==> src/rtl/mips_cpu_regwrite_arbiter.sv <==
// Register-file write-port arbiter: two one-entry writeback buffers (ALU port A, load port B)
// drained oldest-first through a registered write stage, plus a pending-write mask for hazard logic.
module mips_cpu_regwrite_arbiter (
   input  logic        clk,
   input  logic        reset,
   input  logic        a_valid,
   input  logic [4:0]  a_addr,
   input  logic [31:0] a_data,
   output logic        a_ready,
   input  logic        b_valid,
   input  logic [4:0]  b_addr,
   input  logic [31:0] b_data,
   output logic        b_ready,
   output logic        write,
   output logic [4:0]  wrAddr,
   output logic [31:0] wrData,
   output logic [31:0] pending_mask
);

   logic        full_a, full_b, old_is_a;
   logic [4:0]  addr_a, addr_b;
   logic [31:0] data_a, data_b;

   logic grant_a, grant_b;
   logic load_a, load_b;
   logic next_full_a, next_full_b, next_old_is_a;

   always_comb begin
      grant_a = full_a & (~full_b | old_is_a);
      grant_b = full_b & (~full_a | ~old_is_a);

      a_ready = ~full_a | grant_a;
      b_ready = ~full_b | grant_b;

      // Address-0 results are accepted but never occupy a buffer
      load_a = a_valid & a_ready & (a_addr != 5'd0);
      load_b = b_valid & b_ready & (b_addr != 5'd0);

      next_full_a = load_a | (full_a & ~grant_a);
      next_full_b = load_b | (full_b & ~grant_b);

      // A fresh load is always the younger entry; on a simultaneous load B wins as older
      next_old_is_a = old_is_a;
      if (load_a)
         next_old_is_a = 1'b0;
      else if (load_b)
         next_old_is_a = 1'b1;
   end

   always_ff @(posedge clk or negedge reset) begin
      if (!reset) begin
         full_a   <= 1'b0;
         full_b   <= 1'b0;
         old_is_a <= 1'b0;
         addr_a   <= '0;
         addr_b   <= '0;
         data_a   <= '0;
         data_b   <= '0;
         write    <= 1'b0;
         wrAddr   <= '0;
         wrData   <= '0;
      end else begin
         full_a   <= next_full_a;
         full_b   <= next_full_b;
         old_is_a <= next_old_is_a;
         if (load_a) begin
            addr_a <= a_addr;
            data_a <= a_data;
         end
         if (load_b) begin
            addr_b <= b_addr;
            data_b <= b_data;
         end
         write <= grant_a | grant_b;
         if (grant_a) begin
            wrAddr <= addr_a;
            wrData <= data_a;
         end else if (grant_b) begin
            wrAddr <= addr_b;
            wrData <= data_b;
         end
      end
   end

   always_comb begin
      pending_mask = '0;
      if (full_a)
         pending_mask[addr_a] = 1'b1;
      if (full_b)
         pending_mask[addr_b] = 1'b1;
      if (write)
         pending_mask[wrAddr] = 1'b1;
      pending_mask[0] = 1'b0;
   end

endmodule

==> config.mk <==
export PLATFORM = sky130hd
export DESIGN_NAME = mips_cpu_regwrite_arbiter
export DESIGN_NICKNAME = d
export VERILOG_FILES = /design/src/rtl/mips_cpu_regwrite_arbiter.sv
export SDC_FILE = /design/constraint.sdc
export NUM_CORES = 1
export LEC_CHECK = 0
export ABC_AREA = 1
export BUFFER_PORTS_ARGS = -buffer_cell sky130_fd_sc_hd__buf_4
export CAP_MARGIN = 25
export CORE_MARGIN = 5
export CORE_UTILIZATION = 48
export DETAILED_ROUTE_END_ITERATION = 6
export PLACE_DENSITY = 0.76
export SETUP_SLACK_MARGIN = 0.1
export SLEW_MARGIN = 20
export SYNTH_ARGS = -nofsm -noshare
export SYNTH_HDL_FRONTEND = slang
export SYNTH_SLANG_ARGS = --single-unit
==> constraint.sdc <==
create_clock -name clk -period 1.3 [get_ports clk]
set_clock_uncertainty 0.05 [all_clocks]
set_input_delay 0.26 -clock clk [delete_from_list [all_inputs] [get_ports clk]]
set_output_delay 0.26 -clock clk [all_outputs]
set_load 0.01 [all_outputs]
==> metrics.cfg, run 1 <==
[synth]
synth.distinct_cells = 24
syn_area_um2 = 5750
synth_edf_count = 0
synthesis.nets = 806
ys_warn_count = 0
syn_avg_cell_area_um2 = 7.90
synthFlopType = dfrtp_1
synth_seq_area_share = 0.500
synthArstFlopShare = 1.00
ys_seq_elements = 115
synthCells = 728

[die]
start_util = 0.485
fp.dieW_um = 119
fp.dieH_um = 119
ios = 150
rows = 40

[global_routing]
grt_max_degree = 40

[outcome]
haltStage = global routing (5_1_grt)
error = [ERROR DPL-0038] Utilization greater than 100%, impossible to legalize
status = aborted with a tool error

[clock_network]
numCtsBuffers = 17
cts.sinks = 115
cts_root_buffer = clkbuf_16
cts.path.max_buffers = 2
cts-htree-levels = 4

[placement]
portBuffers = 148
place_congestion = 0.863
hpwl_um = 13500

[timing]
grt_worst_setup_endpoint = pending_mask[20]
endpoint_type = primary output

## Yosys cell counts, types with 5 or more instances
| master | n | area share |
|---|---|---|
| nand2_1 | 306 | 0.20 |
| nand3_1 | 174 | 0.15 |
| dfrtp_1 | 115 | 0.50 |
| nor3_1 | 25 | 0.022 |
| nand2_2 | 20 | 0.022 |
| inv_1 | 19 | 0.012 |
| buf_2 | 14 | 0.012 |
| buf_6 | 11 | 0.022 |
| nor2_1 | 10 | 0.0065 |
| clkbuf_1 | 6 | 0.0039 |
| nor3_2 | 6 | 0.010 |
| inv_2 | 5 | 0.0033 |
## cell families after synthesis
kind of cell	after synthesis	share of synthesized area
AND/OR/NAND/NOR	548	0.427
other	1	0.000652
AO/OA/AOI/OAI	3	0.00370
buffers and inverters	61	0.0681
flip-flops	115	0.500
## through the flow
| step | hold WS [ps] | cell area [um^2] | instances | worst slack [ps] | setup TNS [ps] |
|---|---|---|---|---|---|
| floorplan | -85.6 | 6130 | 728 | 21.6 | 0 |
| global placement | 114 | 7870 | 1057 | -236 | -13860 |
| detailed placement | 121 | 7870 | 1057 | -243 | -15770 |
| CTS | 6.62 | 11100 | 1169 | -589 | -53870 |
## repair_timing
action	4_1_cts
setup endpoints to repair	186
endpoints found under the hold margin	70
buffers inserted	51
gates resized for setup	342
hold buffers	1
pin swaps	65
cloned	30
==> inputs of run 2 (changes only) <==
--- a/config.mk
+++ b/config.mk
@@ -9,10 +9,9 @@
 export BUFFER_PORTS_ARGS = -buffer_cell sky130_fd_sc_hd__buf_4
 export CAP_MARGIN = 25
 export CORE_MARGIN = 5
-export CORE_UTILIZATION = 48
+export CORE_UTILIZATION = 40
 export DETAILED_ROUTE_END_ITERATION = 6
-export PLACE_DENSITY = 0.76
-export SETUP_SLACK_MARGIN = 0.1
+export PLACE_DENSITY_LB_ADDON = 0.15
 export SLEW_MARGIN = 20
 export SYNTH_ARGS = -nofsm -noshare
 export SYNTH_HDL_FRONTEND = slang
==> constraint.sdc (replaced) <==
create_clock -name clk -period 1.7 [get_ports clk]
set_clock_uncertainty 0.05 [all_clocks]
set_input_delay 0.34 -clock clk [delete_from_list [all_inputs] [get_ports clk]]
set_output_delay 0.34 -clock clk [all_outputs]
set_load 0.01 [all_outputs]
==> run 2 against run 1 <==
  * Synthesized area unchanged
  * Synthesized cell count unchanged
  * The flow now finishes, with violations (negative setup slack)
==> metrics.cfg, run 2 <==
[detailed_routing]
viasPerCell = 5.12
vias = 5739
drc_errors = 0
dr.pass1.iters = 4
drt-total-wl_um = 18600
antenna_left = 0
wl_per_cell_um = 16.6
initialDrtViolationCount = 430

[pwr]
p_comb_frac = 0.334
swShare = 0.350
p_switching_mw = 3.69
peakVddDrop_v = 0.000862
p_int_mw = 6.84
share_seq_of_total_power = 0.374
leakage_nw = 4.39
power.clock.fraction = 0.292
powerDensity_nw_per_um2 = 1250

[worst_setup_path]
end_kind = output pin
required_ps = 1310
critPathKind = register to output pin
cpMostUsedCell = buf_6
crit_arrival_ps = 1560
worst-path-buf-inv = 3
cpPeakStageDelay_ps = 490
cp_cell_sequence = inv_4 > nor3_4 > buf_6 > nand2_1 > nand3_2 > buf_6
crit_slowest_cell = dfrtp_2
crit_family = flip-flops
critPathLaunchType = register
crit_fanout = 7

[cells_and_area]
drive_gt1_frac = 0.402
utilization = 0.601
fillers = 1255
layout.nets = 1006
layout_commonest_cell = nand2_1
reg_top3 = data_a x32, data_b x32, wrData x32
final_cell_mix = 284 x nand2_1, 180 x buf_4, 155 x nand3_1
diodes = 0
syn_to_final_growth_pct = 46.1

[die]
start_util = 0.411
ios = 150
fp.dieW_um = 130
fp.dieH_um = 130
rows = 43
core_area_um2 = 14000
die_area_um2 = 16900

[outcome]
status = finished, violations left
violations = negative setup slack

[timing]
fin_crit_sh = 1.15
tightest_slew_ps = 713
fmax_mhz = 513
worst_slack_ps = -251
setup_viol = 31
rsz0062_at_grt = yes
relSlewSlack = 0.524
finalCriticalPeriod_ps = 1950
hold_viol_final = 0
drv_slew = 0

[worst_hold_path]
hp-class = input pin to register

[global_routing]
grt.met2_usage = 0.351
grt_pass1_vias = 5704
antenna_found_initial = 0
grt_overflow = 0
grt_max_degree = 73
busiest_layer = met2
use_met1 = 0.309
grt_usage = 0.222
met3_usage = 0.0491
grt_pass1_wl_um = 29300

[synth]
synth_top_area_cell = dfrtp_1
synthesis.nets = 806
yosys.area_share.adder = 0
synth_common_cells = 306 x nand2_1, 174 x nand3_1, 115 x dfrtp_1, 25 x nor3_1, 20 x nand2_2
yosysMostFrequentCell = nand2_1
synthArstFlopShare = 1.00
synth.top_cell.area_share = 0.500
synth_top_family_by_area = simple AND/OR/NAND/NOR gates
synth_mux_area_frac = 0
syn_area_um2 = 5750
synth.distinct_cells = 24
synthFlopType = dfrtp_1
synthCells = 728
syn_avg_cell_area_um2 = 7.90
synthSimpleGateAreaFrac = 0.427
ys_seq_elements = 115
synth.area.top_cells = dfrtp_1 50%, nand2_1 20%, nand3_1 15%
synth_seq_area_share = 0.500
ys_warn_count = 0
post_synth_xor_area_fraction = 0
synth_compound_area_frac = 0.00370
synth_edf_count = 0

[clock_network]
clock_latency_ps = 400
numCtsBuffers = 17
clk_pin_slew_ps = 50
cts-htree-levels = 4
cts.sinks = 115
cts.path.max_buffers = 2
cts_tree = yes
cts_root_buffer = clkbuf_16

[placement]
portBuffers = 148
hpwl_um = 12900
place_congestion = 0.862
post-place-ws_ps = -22.4

[run]
maxCapViolCount = 0

-- run 2: cell counts after synthesis --
Identical to the previous run, type by type.
-- run 2: tightest hold or removal path, cell delays in order --
cell and delay, ps:
buf_4 80, nand2_1 50, nand2_1 50
-- run 2: final cells by class --
| cell class | count | area, um^2 | area share |
|---|---|---|---|
| Inverter | 24 | 110 | 0.0131 |
| Clock buffer | 20 | 447 | 0.0531 |
| Multi-Input combinational cell | 552 | 2830 | 0.337 |
| Tap cell | 180 | 225 | 0.0268 |
| Timing Repair Buffer | 218 | 1830 | 0.218 |
| Clock inverter | 11 | 65.1 | 0.00774 |
| Sequential cell | 115 | 2900 | 0.345 |
-- run 2: routing by layer --
metal / part of all wire / vias to the layer above
met1: 0.44 / 2760
met4: 0.013 / 0
met2: 0.48 / 195
met5: 0 / -
met3: 0.063 / 24
li1: - / 2760
-- run 2: per-stage QoR --
step	hold slack [ps]	std cells	cell area [um^2]	TNS (ps)	power [mW]
2_1_floorplan	-5.59	728	5750	0	5.38
3_5_place_dp	297	1072	7280	-42.0	7.01
6_report	103	1120	8410	-6740	10.5
4_1_cts	83.9	1115	8170	-6850	10.4
5_1_grt	96.4	1120	8410	-9200	11.1
3_3_place_gp	297	1072	7280	-11.1	6.93
-- run 2: what timing repair did --
action / in CTS / in global routing
setup buffers: 11 / 5
hold buffers: 1 / 0
gates resized for setup: 88 / 54
pin swaps: 19 / 11
endpoints found under the setup margin: 31 / 34
hold endpoints to repair: 115 / 0
-- run 2: logic make-up (layout without fill, tap and decap cells) --
| family | Yosys count | in the layout |
|---|---|---|
| buffers and inverters | 61 | 273 |
| DFF | 115 | 115 |
| and+or+nand+nor | 548 | 548 |
| other | 1 | 1 |
| AOI/OAI and AO/OA | 3 | 3 |
-- run 2: power by group through the flow --
stage	combinational [mW]	sequential [mW]	clock (mW)
after floorplan	1.46	3.92	0
after global placement	3.05	3.87	0
after detailed placement	3.11	3.90	0
after CTS	3.36	3.90	3.13
after global routing	3.83	4.03	3.27
final	3.51	3.94	3.08
-- run 2: final timing paths --
kind	slack, ps	start	end	depth (start not counted)
max	-250	wrAddr[3]	pending_mask[14]	6
max in group asynchronous	780	reset	addr_a[2]	3
min reg2reg	420	data_a[21]	data_a[21]	2
min in group asynchronous	410	reset	data_a[18]	3
max reg2reg	120	full_b	data_b[4]	7
min	100	b_addr[4]	addr_b[4]	3
No activity file was read; power rests on OpenSTA's default activity.
==> inputs of run 3 (changes only) <==
--- a/config.mk
+++ b/config.mk
@@ -6,11 +6,11 @@
 export NUM_CORES = 1
 export LEC_CHECK = 0
 export ABC_AREA = 1
-export BUFFER_PORTS_ARGS = -buffer_cell sky130_fd_sc_hd__buf_4
 export CAP_MARGIN = 25
 export CORE_MARGIN = 5
 export CORE_UTILIZATION = 40
 export DETAILED_ROUTE_END_ITERATION = 6
+export DONT_BUFFER_PORTS = 1
 export PLACE_DENSITY_LB_ADDON = 0.15
 export SLEW_MARGIN = 20
 export SYNTH_ARGS = -nofsm -noshare
==> run 3 against run 2 <==
  * The run ends with negative hold slack, negative setup slack left
  * Final area down 12%
  * Register-to-register slack gained 50 ps
  * Sequential power is 4% higher
  * Maximum frequency is 3.9% higher
  * Power fell by 2.6%
  * Count of clock-buffer cells in the layout is 4 higher
  * Utilization shrank 7.5 points
  * Flip-flop and latch count did not move
  * Critical path type unchanged
  * Critical endpoint is now pending_mask[8]
==> metrics.cfg, run 3 (same netlist as run 2, synthesis figures left out) <==
[timing]
fmax_mhz = 533
relSlewSlack = 0.499
drv_slew = 0
fin_crit_sh = 1.10
tightest_slew_ps = 750
worst_slack_ps = -177
finalCriticalPeriod_ps = 1880
setup_viol = 31
holdWs_ps = -435
rsz0062_at_grt = yes
hold_viol_final = 115

[cells_and_area]
regArea_um2 = 2900
reg_top3 = data_a x32, data_b x32, wrData x32
fillers = 1379
layout_commonest_cell = nand2_1
layout.nets = 864
fin_area_um2 = 7360
drive_gt1_frac = 0.295
diodes = 0
utilization = 0.526
final_cell_mix = 285 x nand2_1, 144 x nand3_1, 100 x dfrtp_1
syn_to_final_growth_pct = 27.9
multi_input_area_um2 = 2850

[detailed_routing]
antenna_left = 0
drt-total-wl_um = 18100
dr.pass1.iters = 7
drc_errors = 0
met1_length_um = 7550
initialDrtViolationCount = 431
viasPerCell = 5.40
top_layer = met4
dr_wl_met3_um = 1580
vias = 5291
wl_per_cell_um = 18.5
wl_met2_um = 8460

[global_routing]
grt_max_degree = 116
grt_overflow = 0
grt_pass1_wl_um = 28600
grt_usage = 0.220
antenna_found_initial = 0
grt_pass1_vias = 5410

[clock_network]
clk_pin_slew_ps = 50
cts.sinks = 115
numCtsBuffers = 17
cts_tree = yes
clock_latency_ps = 420
cts.path.max_buffers = 2
postCtsHoldBufs = 7
cts_root_buffer = clkbuf_16
cts-htree-levels = 4

[run]
maxCapViolCount = 0

[worst_setup_path]
cpPeakStageDelay_ps = 470
required_ps = 1310
startpoint = wrAddr[0]
crit_slowest_cell = dfrtp_2
critPathLaunchType = register
critPathCapture = pending_mask[8]
r2r_slack_ps = 170
crit_fanout = 7
crit_arrival_ps = 1490
cp_cell_sequence = nor3_2 > buf_6 > nand2_1 > nand3_2
critPathKind = register to output pin
r2r-end = wrData[13]
end_kind = output pin
r2r_cells = 5
rr_startpoint = full_a

[pwr]
p_int_mw = 6.77
share_seq_of_total_power = 0.401
swShare = 0.341
powerDensity_nw_per_um2 = 1390
p_comb_frac = 0.242
peakVddDrop_v = 0.000736
power.clock.fraction = 0.357
power.total_mw = 10.3
leakage_nw = 3.75
p_switching_mw = 3.49

[die]
start_util = 0.411
rows = 43
core_area_um2 = 14000
die_area_um2 = 16900
ios = 150
fp.dieH_um = 130
fp.dieW_um = 130

[outcome]
status = finished, violations left
violations = negative hold slack, negative setup slack

[placement]
hpwl_um = 11800
portBuffers = 0
dpl-instance-area_um2 = 6140
place_congestion = 0.833

[worst_hold_path]
hp-class = input pin to async pin

[run 3: changes by cell type in the layout (fill, tap and decap cells not counted), sizes merged]
cell         before  now
clkinvlp          4    1
buf             217   69
bufinv            0    3
clkinv            7    4
dlygate4sd3       1    7
clkbuf           20   24
[run 3: layout make-up]
class	instances	area share
tap	180	0.0306
sequential	115	0.394
clock inverter	8	0.0170
clock buffer	24	0.0655
timing repair buffer	76	0.0913
multi-input combinational	552	0.387
inverter	24	0.0150
[run 3: worst min path at each step]
stage	startpoint	end	slack, ps	cells after the start
2_1_floorplan	reset	addr_a[0]	-6	0
3_3_place_gp	reset	data_a[17]	-0.3	0
3_5_place_dp	reset	data_b[17]	-0.8	0
4_1_cts	reset	data_b[17]	-450	0
5_1_grt	reset	data_a[19]	-460	0
6_report	reset	data_a[19]	-440	0
[run 3: power groups by stage]
stage          clock network, mW  registers (mW)  logic (mW)
3_5_place_dp                   0            4.10        2.12
5_1_grt                     3.85            4.21        2.76
3_3_place_gp                   0            4.09        2.08
2_1_floorplan                  0            3.92        1.46
6_report                    3.66            4.11        2.49
4_1_cts                     3.72            4.09        2.37
[run 3: critical path, delay by kind of cell, from the launching register on]
| family | cells | cell delay, ps |
|---|---|---|
| flops | 1 | 470 |
| buf+inv | 1 | 170 |
| simple gates | 3 | 420 |
[run 3: routing by layer]
layer	global-route usage	vias up
li1	-	2486
met1	0.283	2533
met2	0.344	221
met3	0.0770	51
met4	0.0862	0
met5	0	-
[run 3: metrics by stage]
| stage | setup WS (ps) | instances | setup TNS [ps] |
|---|---|---|---|
| global placement | 96.3 | 926 | 0 |
| finish | -177 | 979 | -4400 |
| detailed placement | 92.0 | 926 | 0 |
| floorplan | 173 | 728 | 0 |
| global route | -263 | 979 | -6640 |
| CTS | -151 | 978 | -4080 |
[run 3: repair_timing]
item | in CTS | in global routing
setup endpoints to repair | 31 | 47
pin swaps | 25 | 14
buffers inserted | 13 | 1
endpoints found under the hold margin | 122 | 115
resized for setup | 87 | 38
